==> src/rtl/vt_pkg.sv <==
// rtl/vt_pkg.sv - shared scan-code and ASCII constants for the keyboard/terminal path
// Also holds the keymap state enum used by ps2_keymap.
package vt_pkg;

  localparam logic [7:0] SCAN_EXTENDED = 8'hE0;
  localparam logic [7:0] SCAN_BREAK    = 8'hF0;
  localparam logic [7:0] SCAN_PAUSE    = 8'hE1;
  localparam logic [7:0] SCAN_LSHIFT   = 8'h12;
  localparam logic [7:0] SCAN_RSHIFT   = 8'h59;
  localparam logic [7:0] SCAN_CTRL     = 8'h14;
  localparam logic [7:0] SCAN_CAPS     = 8'h58;
  localparam logic [7:0] SCAN_UP       = 8'h75;
  localparam logic [7:0] SCAN_DOWN     = 8'h72;
  localparam logic [7:0] SCAN_RIGHT    = 8'h74;
  localparam logic [7:0] SCAN_LEFT     = 8'h6B;

  localparam logic [7:0] ASCII_ESC      = 8'h1B;
  localparam logic [7:0] ASCII_CR       = 8'h0D;
  localparam logic [7:0] ASCII_BS       = 8'h08;
  localparam logic [7:0] ASCII_TAB      = 8'h09;
  localparam logic [7:0] ASCII_LBRACKET = 8'h5B;

  localparam logic [2:0] PAUSE_TAIL_LEN = 3'd7;

  typedef enum logic [2:0] {
    IDLE,
    BREAK,
    EXT,
    EXT_BREAK,
    SKIP,
    EMIT
  } keymap_state_t;

endpackage

==> src/rtl/ps2_keymap_rom.sv <==
// rtl/ps2_keymap_rom.sv - US-layout scan set 2 to {plain, shifted} ASCII lookup
// A zero pair means the key has no printable/control mapping.
module keymap_rom
  import vt_pkg::*;
(
  input  logic [7:0] scan_i,
  output logic [7:0] plain_o,
  output logic [7:0] shifted_o
);

  logic [15:0] pair;

  always_comb begin
    pair = 16'h0000;
    case (scan_i)
      8'h1C: pair = 16'h6141;  8'h32: pair = 16'h6242;
      8'h21: pair = 16'h6343;  8'h23: pair = 16'h6444;
      8'h24: pair = 16'h6545;  8'h2B: pair = 16'h6646;
      8'h34: pair = 16'h6747;  8'h33: pair = 16'h6848;
      8'h43: pair = 16'h6949;  8'h3B: pair = 16'h6A4A;
      8'h42: pair = 16'h6B4B;  8'h4B: pair = 16'h6C4C;
      8'h3A: pair = 16'h6D4D;  8'h31: pair = 16'h6E4E;
      8'h44: pair = 16'h6F4F;  8'h4D: pair = 16'h7050;
      8'h15: pair = 16'h7151;  8'h2D: pair = 16'h7252;
      8'h1B: pair = 16'h7353;  8'h2C: pair = 16'h7454;
      8'h3C: pair = 16'h7555;  8'h2A: pair = 16'h7656;
      8'h1D: pair = 16'h7757;  8'h22: pair = 16'h7858;
      8'h35: pair = 16'h7959;  8'h1A: pair = 16'h7A5A;
      8'h16: pair = 16'h3121;  8'h1E: pair = 16'h3240;
      8'h26: pair = 16'h3323;  8'h25: pair = 16'h3424;
      8'h2E: pair = 16'h3525;  8'h36: pair = 16'h365E;
      8'h3D: pair = 16'h3726;  8'h3E: pair = 16'h382A;
      8'h46: pair = 16'h3928;  8'h45: pair = 16'h3029;
      8'h4E: pair = 16'h2D5F;  8'h55: pair = 16'h3D2B;
      8'h54: pair = 16'h5B7B;  8'h5B: pair = 16'h5D7D;
      8'h5D: pair = 16'h5C7C;  8'h4C: pair = 16'h3B3A;
      8'h52: pair = 16'h2722;  8'h41: pair = 16'h2C3C;
      8'h49: pair = 16'h2E3E;  8'h4A: pair = 16'h2F3F;
      8'h0E: pair = 16'h607E;  8'h29: pair = 16'h2020;
      8'h5A: pair = {ASCII_CR, ASCII_CR};
      8'h66: pair = {ASCII_BS, ASCII_BS};
      8'h0D: pair = {ASCII_TAB, ASCII_TAB};
      8'h76: pair = {ASCII_ESC, ASCII_ESC};
      default: pair = 16'h0000;
    endcase
  end

  assign plain_o   = pair[15:8];
  assign shifted_o = pair[7:0];

endmodule

==> src/rtl/ps2_keymap.sv <==
// rtl/ps2_keymap.sv - PS/2 scan set 2 to ASCII/VT byte stream translator
// Tracks prefixes and modifiers; arrows expand to ESC [ A..D.
module ps2_keymap
  import vt_pkg::*;
(
  input  logic       clk,
  input  logic       reset,
  input  logic       in_valid,
  input  logic [7:0] in_byte,
  output logic       in_ready,
  output logic       out_valid,
  output logic [7:0] out_byte,
  input  logic       out_ready,
  output logic       caps_lock
);

  keymap_state_t state_q, state_d;
  logic       shift_l_q, shift_l_d, shift_r_q, shift_r_d;
  logic       ctrl_q, ctrl_d, caps_held_q, caps_held_d, caps_lock_q, caps_lock_d;
  logic [7:0] out_byte_q, out_byte_d, final_q, final_d;
  logic       seq_q, seq_d;
  logic [1:0] idx_q, idx_d;
  logic [2:0] skip_q, skip_d;

  logic [7:0] plain, shifted, chosen, mapped;
  logic       is_letter, use_shift, accept;

  keymap_rom u_rom (
    .scan_i    (in_byte),
    .plain_o   (plain),
    .shifted_o (shifted)
  );

  // Caps Lock only inverts Shift for letters; Ctrl folds 40-7F onto control codes.
  assign is_letter = (plain >= 8'h61) && (plain <= 8'h7A);
  assign use_shift = (shift_l_q | shift_r_q) ^ (is_letter & caps_lock_q);
  assign chosen    = use_shift ? shifted : plain;
  assign mapped    = (ctrl_q && chosen[7:6] == 2'b01) ? (chosen & 8'h1F) : chosen;

  assign in_ready  = (state_q != EMIT) && !reset;
  assign accept    = in_valid && in_ready;
  assign out_valid = (state_q == EMIT);
  assign out_byte  = out_byte_q;
  assign caps_lock = caps_lock_q;

  always_comb begin
    state_d     = state_q;
    shift_l_d   = shift_l_q;
    shift_r_d   = shift_r_q;
    ctrl_d      = ctrl_q;
    caps_held_d = caps_held_q;
    caps_lock_d = caps_lock_q;
    out_byte_d  = out_byte_q;
    final_d     = final_q;
    seq_d       = seq_q;
    idx_d       = idx_q;
    skip_d      = skip_q;

    case (state_q)
      IDLE: if (accept) begin
        case (in_byte)
          SCAN_EXTENDED: state_d = EXT;
          SCAN_BREAK:    state_d = BREAK;
          SCAN_PAUSE: begin
            state_d = SKIP;
            skip_d  = PAUSE_TAIL_LEN;
          end
          8'h00, 8'hAA, 8'hFA, 8'hFE, 8'hFF: ;
          SCAN_LSHIFT: shift_l_d = 1'b1;
          SCAN_RSHIFT: shift_r_d = 1'b1;
          SCAN_CTRL:   ctrl_d    = 1'b1;
          SCAN_CAPS: begin
            if (!caps_held_q) caps_lock_d = ~caps_lock_q;
            caps_held_d = 1'b1;
          end
          default: if (chosen != 8'h00) begin
            out_byte_d = mapped;
            seq_d      = 1'b0;
            state_d    = EMIT;
          end
        endcase
      end
      BREAK: if (accept) begin
        case (in_byte)
          SCAN_LSHIFT: shift_l_d   = 1'b0;
          SCAN_RSHIFT: shift_r_d   = 1'b0;
          SCAN_CTRL:   ctrl_d      = 1'b0;
          SCAN_CAPS:   caps_held_d = 1'b0;
          default: ;
        endcase
        state_d = IDLE;
      end
      EXT: if (accept) begin
        state_d = IDLE;
        case (in_byte)
          SCAN_BREAK: state_d = EXT_BREAK;
          SCAN_CTRL:  ctrl_d  = 1'b1;
          SCAN_UP, SCAN_DOWN, SCAN_RIGHT, SCAN_LEFT: begin
            out_byte_d = ASCII_ESC;
            seq_d      = 1'b1;
            idx_d      = 2'd0;
            state_d    = EMIT;
            case (in_byte)
              SCAN_UP:    final_d = 8'h41;
              SCAN_DOWN:  final_d = 8'h42;
              SCAN_RIGHT: final_d = 8'h43;
              default:    final_d = 8'h44;
            endcase
          end
          default: ;
        endcase
      end
      EXT_BREAK: if (accept) begin
        if (in_byte == SCAN_CTRL) ctrl_d = 1'b0;
        state_d = IDLE;
      end
      SKIP: if (accept) begin
        skip_d = skip_q - 3'd1;
        if (skip_q == 3'd1) state_d = IDLE;
      end
      EMIT: if (out_ready) begin
        if (!seq_q || idx_q == 2'd2) begin
          state_d = IDLE;
          idx_d   = 2'd0;
        end else if (idx_q == 2'd0) begin
          out_byte_d = ASCII_LBRACKET;
          idx_d      = 2'd1;
        end else begin
          out_byte_d = final_q;
          idx_d      = 2'd2;
        end
      end
      default: state_d = IDLE;
    endcase
  end

  always_ff @(posedge clk) begin
    if (reset) begin
      state_q     <= IDLE;
      shift_l_q   <= 1'b0;
      shift_r_q   <= 1'b0;
      ctrl_q      <= 1'b0;
      caps_held_q <= 1'b0;
      caps_lock_q <= 1'b0;
      out_byte_q  <= 8'h00;
      final_q     <= 8'h00;
      seq_q       <= 1'b0;
      idx_q       <= 2'd0;
      skip_q      <= 3'd0;
    end else begin
      state_q     <= state_d;
      shift_l_q   <= shift_l_d;
      shift_r_q   <= shift_r_d;
      ctrl_q      <= ctrl_d;
      caps_held_q <= caps_held_d;
      caps_lock_q <= caps_lock_d;
      out_byte_q  <= out_byte_d;
      final_q     <= final_d;
      seq_q       <= seq_d;
      idx_q       <= idx_d;
      skip_q      <= skip_d;
    end
  end

endmodule

==> config.mk <==
export PLATFORM = sky130hd
export DESIGN_NAME = ps2_keymap
export DESIGN_NICKNAME = d
export VERILOG_FILES = /design/src/rtl/vt_pkg.sv /design/src/rtl/ps2_keymap_rom.sv /design/src/rtl/ps2_keymap.sv
export SDC_FILE = /design/constraint.sdc
export NUM_CORES = 1
export LEC_CHECK = 0
export CAP_MARGIN = 15
export CORE_ASPECT_RATIO = 0.6
export CORE_MARGIN = 2
export CORE_UTILIZATION = 61
export DETAILED_ROUTE_END_ITERATION = 10
export PLACE_DENSITY = 0.81
export SYNTH_ARGS = -nofsm -noshare
export SYNTH_HDL_FRONTEND = slang
export SYNTH_SLANG_ARGS = --single-unit
==> constraint.sdc <==
create_clock -name clk -period 4.63 [get_ports clk]
set_input_delay 0.926 -clock clk [delete_from_list [all_inputs] [get_ports clk]]
set_output_delay 0.926 -clock clk [all_outputs]
set_load 0.01 [all_outputs]
## Word-level counts from Yosys, hierarchy flattened

Memories as Yosys holds them, arrays and structs flattened.
Index checks and enable logic that the tools add are counted.

| word-level totals | value |
|---|---|
| memory bits (read-only) | 1792 |
| memories kept | 1 |
| output and inout port bits | 11 |
| bits in registers | 30 |

| operators by class | value |
|---|---|
| $add $sub $neg | 1 |
| eq/ne operators | 48 |
| $lt $le $gt $ge | 2 |
| mux-type cells | 60 |
| bitwise operators | 5 |
| reduce and logical (&&, ||, !) cells | 33 |

Memory list:

| memory | words | width | read ports | clocked after memory_dff | write ports | line | source |
|---|---|---|---|---|---|---|---|
| (no name shown) | 128 | 14 | 1 | 0 | 0 | ps2_keymap_rom.sv:15 | `case (scan_i)` |

Operators by type and width:

| kind | count |
|---|---|
| 8-bit 2-to-1 mux | 10 |
| 8-bit equality test (second input constant) | 7 |
| 8-bit by 7-bit equality test with 1-bit output (second input constant) | 6 |
| 3-bit 2-to-1 mux | 11 |
| 2-bit inequality test (second input constant) | 14 |
| 8-bit one-hot mux with 3 select lines | 1 |
| 1-bit 2-to-1 mux | 21 |
| 5-bit AND reduction | 4 |
| 2-bit by 1-bit inequality test with 1-bit output (second input constant) | 9 |
| 8-bit by 5-bit equality test with 1-bit output (second input constant) | 2 |
| 16-bit 2-to-1 mux | 1 |
| 3-bit one-hot mux with 5 select lines | 1 |
| 3-bit one-hot mux with 2 select lines | 2 |
| 3-bit one-hot mux with 4 select lines | 1 |
| 4-bit AND reduction | 3 |
| 12-bit OR reduction | 1 |
| 2-bit 2-to-1 mux | 5 |
| 1-bit one-hot mux with 2 select lines | 5 |
| 2-bit nonzero test | 5 |
| 3-bit one-hot mux with 3 select lines | 1 |
| 9-bit AND reduction | 1 |
| 9-bit OR reduction | 1 |
| 8-bit by 7-bit greater-or-equal comparator with 1-bit output (second input constant) | 1 |
| 8-bit by 7-bit <= comparator with 1-bit output (second input constant) | 1 |
| 26 further kinds | 35 |

## Depth between registers and ports, before layout

An unclocked memory read counts as a cell.

| depth | value |
|---|---|
| depth after elaboration | 14 |
| mapped depth | 16 |
| gate-level depth less buffers | 12 |

## Cells and area by module

From an unflattened synthesis, not the netlist that was laid out.

| second synthesis, totals | value |
|---|---|
| cell total of the unflattened synthesis | 472 |
| area, all modules | 3444.6 µm² |

Modules (own cells, without submodules):

| module | sequential area each (µm²) | area each (µm²) | instances | cells an instance |
|---|---|---|---|---|
| ps2_keymap | 520.5 | 1850.5 | 1 | 230 |
| keymap_rom | 0.0 | 1594.0 | 1 | 242 |

## Worst setup path after synthesis

OpenSTA, ideal clock, no wires.

| timing path | value |
|---|---|
| path type | input to register |
| start | input in_byte[1] |
| end | register out_byte_q[5], in the netlist out_byte[5] |
| cell stages on the path | 15 |
| path slack | 396 ps |
| data required time | 4514 ps |
| buffers on the path | 3 |
| data arrival time | 4118 ps |
| cell sequence | buf_2 -> inv_1 -> ha_1 -> buf_2 -> mux2i_1 -> mux2i_1 -> o31a_1 -> a22o_1 -> or3_4 -> a211o_1 -> o211ai_4 -> mux2_4 -> or2_1 -> buf_6 -> a41o_1 |

| on the way | value |
|---|---|
| longest elaborated chain between the ends | 14 |

Ends and longest elaborated chain:

| item | line | source |
|---|---|---|
| from (decl) | ps2_keymap.sv:9 | `input logic [7:0] in_byte,` |
| memory 128 x 14 bit | - |  |
| 16-bit 2-to-1 mux | ps2_keymap_rom.sv:15 |  |
| 8-bit by 7-bit greater-or-equal comparator with 1-bit output or 8-bit by 7-bit <= comparator with 1-bit output (tied branches) | ps2_keymap.sv:35 | `assign is_letter = (plain >= 8'h61) && (plain <= 8'h7A);` |
| 1-bit logical AND | ps2_keymap.sv:35 |  |
| 1-bit AND | ps2_keymap.sv:36 | `assign use_shift = (shift_l_q \| shift_r_q) ^ (is_letter & caps_lock_q);` |
| 1-bit XOR | ps2_keymap.sv:36 |  |
| 8-bit 2-to-1 mux | ps2_keymap.sv:37 | `assign chosen = use_shift ? shifted : plain;` |
| 2-bit by 1-bit equality test with 1-bit output | ps2_keymap.sv:38 | `assign mapped = (ctrl_q && chosen[7:6] == 2'b01) ? (chosen & 8'h1F) : chosen;` |
| 1-bit logical AND | ps2_keymap.sv:38 |  |
| 8-bit 2-to-1 mux | ps2_keymap.sv:38 |  |
| 8-bit 2-to-1 mux | ps2_keymap.sv:76 | `default: if (chosen != 8'h00) begin` |
| 8-bit 2-to-1 mux | ps2_keymap.sv:61 | `case (in_byte)` |
| 8-bit 2-to-1 mux | ps2_keymap.sv:60 | `IDLE: if (accept) begin` |
| 8-bit one-hot mux with 3 select lines | ps2_keymap.sv:59 | `case (state_q)` |
| to (signal assigned) | ps2_keymap.sv:157 | `out_byte_q <= out_byte_d;` |
| to (decl) | ps2_keymap.sv:20 | `logic [7:0] out_byte_q, out_byte_d, final_q, final_d;` |

Parallel ways exist; a longest one is shown, timed or not. The select of a mux whose other input is x is not followed.
A chain may end at the register's enable or synchronous reset.

## Worst setup path in the final report

| timing path | value |
|---|---|
| start | input in_byte[1] |
| end | register state_q[0] |

| on the way | value |
|---|---|
| longest elaborated chain between the ends | 10 |

Ends and longest elaborated chain:

| item | line | source |
|---|---|---|
| memory 128 x 14 bit | - |  |
| 16-bit 2-to-1 mux | ps2_keymap_rom.sv:15 |  |
| 8-bit by 7-bit greater-or-equal comparator with 1-bit output or 8-bit by 7-bit <= comparator with 1-bit output (tied branches) | ps2_keymap.sv:35 |  |
| 1-bit logical AND | ps2_keymap.sv:35 |  |
| 1-bit AND | ps2_keymap.sv:36 |  |
| 1-bit XOR | ps2_keymap.sv:36 |  |
| 8-bit 2-to-1 mux | ps2_keymap.sv:37 |  |
| 8-bit nonzero test | ps2_keymap.sv:76 |  |
| 5-bit by 3-bit inequality test with 1-bit output (no line) | - |  |
| 9-bit AND reduction (no line) | - |  |
| to (signal assigned) | ps2_keymap.sv:151 | `state_q <= state_d;` |
| to (decl) | ps2_keymap.sv:17 | `keymap_state_t state_q, state_d;` |

Parallel ways exist; a longest one is shown, timed or not. The select of a mux whose other input is x is not followed.

==> results.yml <==
outcome:
  outcome: "completed"
worst_setup_path:
  path_cells: "clkdlybuf4s50_1, inv_1, ha_1, nor2b_1, o32ai_1, a31oi_1, a22o_1, or3_4, a211o_1, o211ai_4, buf_4, mux2_2, o21ai_1, o221a_2"
  start_kind: "input port"
  arrival_ns: 4.72
  critPathKind: "input port to register"
  cp_top_family: "compound AO/OA/AOI/OAI gates"
  path_buf_inv: 3
  rrSetupSlack_ns: 1.63
  crit_start: "in_byte[1]"
  critPathMaxFanout: 9
  crit_slowest_cell: "clkdlybuf4s50_1"
  end_kind: "register"
  cp_slowest_stage_delay_ns: 0.51
  required_ns: 4.85
  r2r_start: "state_q[0]"
detailed_routing:
  vias_per_cell: 7.06
  num_vias: 4207
  drt_iter0_drc: 482
  finalWirelength_mm: 12.4
  firstDrtPassIters: 6
  ant_nets: 0
  avgRoutedWirePerCell_um: 20.9
  drc: 0
global_route:
  antenna_found_initial: 0
  grt_pass1_wl_mm: 20.3
  grt_remaining_overflow: 0
  grt_pass1_vias: 3964
  track_usage_pct: 40.3
  grt_start_max_net_pins: 37
pwr:
  pwr-share-clk_pct: 19.4
  powerDensity_mw_per_mm2: 172
  combPwrFrac_pct: 47.9
  irDropWorstVdd_mv: 0.152
  switching_power_uw: 270
  leakage_nw: 1.63
  p_seq_share_pct: 32.7
  switching_share_pct: 39.0
  internal_power_uw: 423
clocking:
  cts_buffers: 3
  htreeDepth: 1
  cts-root-buf: "clkbuf_8"
  ctsHoldBuffers: 0
  clock_latency_ns: 0.27
  post_cts_buffers: 0
  cts_tree: "built"
  path_clk_slew_ns: 0.09
  clock-sinks: 25
  clockBufferDepth: 2
placed_design:
  placed_cell_area_mm2: 0.00398
  dp_hpwl_mm: 9.62
  place_congestion: 1.05
  io_buffers: 21
  placedCellCount: 592
timing:
  period_needed_ns: 4.50
  fmax_mhz: 222
  period_share_pct: 97.1
  final.setup_skew_ns: 0.00189
  setup_tns_ns: 0
  grt_setup_unrepaired: "false"
  holdWs_ns: 0.476
  finalSetupViolCount: 0
  finalHoldViolCount: 0
  drv_slew: 0
  worstMarginPinSlew_ns: 0.670
  maxSlewHeadroom_pct: 54.2
synth:
  synth_top_cell_area_share_pct: 14.5
  ys_seq_elements: 25
  netlist_top_cells_count: "nor2_1 (52), a21oi_1 (38), nand2_1 (29), o21ai_0 (27), dfxtp_1 (25)"
  ys_warn_count: 0
  syn-mean-instance-area_um2: 7.13
  synthCells: 485
  synth_ff_type: "dfxtp_1"
  yosys-top-cells-area: "dfxtp_1 (14%), nor2_1 (5.6%), a21oi_1 (5.5%)"
  synth_area_mm2: 0.00346
  synth_edf_count: 0
  yosysMostFrequentCell: "nor2_1"
  synth-seq-area-share_pct: 14.5
  async_reset_ff_share_pct: 0
  syn-num-nets: 507
  yosysTopAreaCell: "dfxtp_1"
  ys_types: 80
die:
  ios: 23
  fp.dieArea_mm2: 0.00630
  fp.dieW_um: 101
  die_h_um: 62.3
  num_rows: 21
  coreArea_mm2: 0.00552
  initial_core_util_pct: 62.6
worst_hold_path:
  hold_class: "register to register"
  holdCritStartpoint: "out_byte[1]"
cells_and_area:
  regArea_um2: 500
  multiInputGateArea_mm2: 0.00269
  num-fill-cells: 448
  drive_gt1_share_pct: 18.0
  final_cells: 596
  area_delta_synth_final_pct: 16.8
  diodes: 0
  nets: 550
  stdcell_area_mm2: 0.00404
flow_run:
  cap_violations: 0
## cell families after synthesis
| group | synth area share (%) |
|---|---|
| xor gates and xnor gates | 1.01 |
| buffers and inverters | 8.11 |
| other | 0.109 |
| adders and majority gates | 3.62 |
| DFF | 14.5 |
| AOI/OAI and AO/OA | 34.5 |
| and+or+nand+nor | 30.1 |
| muxes | 8.00 |
## state kept, by name (all words and copies together) (netlist names)
name and flops:
ctrl_q 1, shift_r_q 1, idx_q 2, caps_held_q 1, skip_q 3, seq_q 1, final_q 4, out_byte 7
caps_lock 1, state_q 3, shift_l_q 1
## cell usage in the layout, fill, tap and decap left out, drive strengths merged, types with 5 or more instances in the layout
master / instances
o21bai: 5
nor3: 19
and3: 5
a31oi: 11
dfxtp: 25
o31a: 5
a311oi: 5
and2: 6
a21oi: 39
ha: 10
nor2: 52
nand2: 29
nand3: 13
mux2i: 16
inv: 14
or2: 8
o21ai: 29
nor4: 7
nand2b: 17
clkdlybuf4s50: 19
mux2: 6
nand4: 7
a211oi: 9
o211ai: 5
or3: 5
o31ai: 6
nor2b: 14
buf: 62
## worst reg2reg max path: stages (launching register included)
cell	delay (ns)
dfxtp_1	0.61
nand2_1	0.12
or2_2	0.39
inv_1	0.21
nand2_1	0.13
a21oi_1	0.21
o22a_1	0.20
nand2_1	0.12
a41oi_1	0.23
mux2_4	0.19
or2_1	0.24
buf_4	0.17
o22ai_1	0.05
## metal layers
metal / global-route usage (%) / wire length [um]
met5: 0 / 0
met4: 7.43 / 155
met3: 18.4 / 2160
met2: 55.0 / 4900
met1: 58.3 / 5220
## cell type report
cell class              count  share of cell area [%]
clock buffers               4                    1.12
inverters                  15                    1.39
multi-input cells         402                    66.5
flip-flops and latches     25                    12.4
well taps                  69                    2.14
repair buffers             81                    16.4
## stage by stage
stage / power [mW] / util [%] / setup WS (ns)
2_1_floorplan: 0.434 / - / 0.396
3_3_place_gp: 0.542 / 72.2 / -0.0972
3_5_place_dp: 0.546 / 72.2 / -0.120
4_1_cts: 0.675 / 73.0 / 0.110
5_1_grt: 0.721 / 73.2 / 0.00206
6_report: 0.693 / 73.2 / 0.133
## path summary, 6_finish.rpt
check | endpoint | cells past startpoint
hold / removal | out_byte[1] | 2
setup / recovery | state_q[0] | 14
hold reg to reg | out_byte[1] | 2
setup reg to reg | out_byte[1] | 12
## timing repair
item | in CTS | in global routing
endpoints found under the setup margin | 0 | 9
gates resized for setup | 0 | 3
hold endpoints to repair | 0 | 0
## power by group through the flow
stage / clock, mW / sequential [mW] / combinational, mW
finish: 0.134 / 0.227 / 0.332
global route: 0.142 / 0.228 / 0.351
CTS: 0.131 / 0.227 / 0.317
detailed placement: 0 / 0.232 / 0.314
global placement: 0 / 0.231 / 0.311
floorplan: 0 / 0.232 / 0.202
(Power assumes the default switching activity.)
==> variant (same settings) <==
Take the reset off `out_byte_q` and load it in a clocked block of its own.
--- a/src/rtl/ps2_keymap.sv
+++ b/src/rtl/ps2_keymap.sv
@@ -142,7 +142,6 @@
       ctrl_q      <= 1'b0;
       caps_held_q <= 1'b0;
       caps_lock_q <= 1'b0;
-      out_byte_q  <= 8'h00;
       final_q     <= 8'h00;
       seq_q       <= 1'b0;
       idx_q       <= 2'd0;
@@ -154,7 +153,6 @@
       ctrl_q      <= ctrl_d;
       caps_held_q <= caps_held_d;
       caps_lock_q <= caps_lock_d;
-      out_byte_q  <= out_byte_d;
       final_q     <= final_d;
       seq_q       <= seq_d;
       idx_q       <= idx_d;
@@ -162,5 +160,9 @@
     end
   end
 
+  always_ff @(posedge clk) begin
+    out_byte_q <= out_byte_d;
+  end
+
 endmodule
 
Function: differs if reset is asserted again (counterexample within 4 cycles, from zero or initial values and one cycle with reset high); with reset held inactive, the same outputs for 4 cycles.
==> variant against the original RTL <==
Power is 14% higher; worst setup slack better by 0.082 ns; synthesized cell count is 8.0% lower; final cell count is 11% lower; sequential cell count stayed put; count of clock-buffer cells in the layout is 1 lower; wire length is 8.5% lower; critical path type unchanged; design area is 13% lower; synthesized area is 9.7% lower; global-route usage is 0.094 points higher.
==> variant: results (changes against the original RTL) <==
Status
  – Status: complete, no violations (unchanged)

Yosys
  – Number of nets produced by synthesis: 468 (was 507)
  – Count of different cell masters after synthesis: 77 (was 80)
  – Area fraction in compound gates after synthesis: 34.2% (was 34.5%)
  – Post-synthesis cell count: 446 (was 485)
  – Post-synth EDFFs: 7 (was 0)
  – Post-synthesis mux area share: 5.37% (was 8.00%)

Drt
  – Starting DRC count in detailed routing: 939 (was 482)
  – Via count: 3803 (was 4207)
  – Vias per std cell: 7.18 (was 7.06)
  – Drt first pass iters: 7 (was 6)
  – Post-route met1 wirelength: 4790 um (was 5220 um)
  – Total routed wirelength: 11400 um (was 12400 um)

STA
  – Worst hold slack: 0.501 ns (was 0.476 ns)
  – Clock Skews: 0.0149 ns (was 0.00189 ns)
  – Worst slew pin tran: 0.773 ns (was 0.670 ns)
  – Share of the clock period used by the worst path after layout: 95.4% (was 97.1%)

Power
  – Power Sequential: 0.278 mW (was 0.227 mW)
  – Total chip power: 0.790 mW (was 0.693 mW)
  – Maximum ir drop on the vdd rail: 0.153 mV (was 0.152 mV)
  – Switching pwr: 0.322 mW (was 0.270 mW)
  – Leakage: 1.29 nW (was 1.63 nW)

Finish
  – Clock-cell share of area: 1.39% (was 1.12%)
  – Multi-input combinational area share: 64.8% (was 66.5%)
  – Number of signal-net buffers in the layout: 53 (was 81)
  – # fillers: 420 (was 448)
  – Buffering overhead: 13.4% (was 16.4%)
  – CLK BUF: 3 (was 4)
  – Share of layout cells above drive strength 1: 12.3% (was 18.0%)
  – Number of multi-input logic gates: 365 (was 402)
  – Combined flip-flop and latch cell area: 571 um2 (was 500 um2)
  – Sequential cell count of the final layout: 25 (unchanged)

Global route
  – Global Route Usage Sum: 40.4% (was 40.3%)
  – Maximum number of pins on one net before global-route repair: 39 (was 37)
  – Met3 track utilization from global routing: 20.4% (was 18.4%)
  – Via count of the first global-routing pass: 3253 (was 3964)
  – Met1 Track Usage GR: 60.0% (was 58.3%)
  – Met2 layer usage reported by global route: 52.5% (was 55.0%)

Critical path
  – Category of cells accounting for the largest share of critical-path delay: simple AND/OR/NAND/NOR gates (was compound AO/OA/AOI/OAI gates)
  – Worst path arrival time: 4.44 ns (was 4.72 ns)
  – CP Capture Point: out_byte[2]$_DFFE_PP_ (was state_q[0]$_SDFFE_PP0P_)
  – Worst-case register-to-register setup slack: 1.67 ns (was 1.63 ns)

Placed design
  – Worst slack at placement: 0.0392 ns (was -0.120 ns)
  – HPWL Detailed: 8600 um (was 9620 um)
  – Weighted congestion at the end of routability-driven global placement: 1.14 (was 1.05)
  – Placed Cells: 526 (was 592)

Hold path
  – Hold Crit Start: skip_q[1]$_SDFFE_PP0P_ (was out_byte[1]$_SDFFE_PP0P_)

Floorplanning
  – Die width: 96.4 um (was 101 um)
## variant: cell count changes in the layout (fill, tap and decap cells not counted), moves of 4 or more
| cell | delta |
|---|---|
| sky130_fd_sc_hd__buf_4 | -29 |
| sky130_fd_sc_hd__nor2b_1 | -9 |
| sky130_fd_sc_hd__o21ai_0 | +9 |
| sky130_fd_sc_hd__dfxtp_1 | -7 |
| sky130_fd_sc_hd__edfxtp_1 | +7 |
| sky130_fd_sc_hd__nand2_1 | +7 |
| sky130_fd_sc_hd__nor3_1 | -7 |
| sky130_fd_sc_hd__a2111oi_0 | -4 |
| sky130_fd_sc_hd__a31oi_1 | +4 |
| sky130_fd_sc_hd__nor3b_1 | -4 |
| sky130_fd_sc_hd__o21bai_1 | -4 |
| sky130_fd_sc_hd__o22ai_1 | +4 |
| sky130_fd_sc_hd__o31a_1 | -4 |
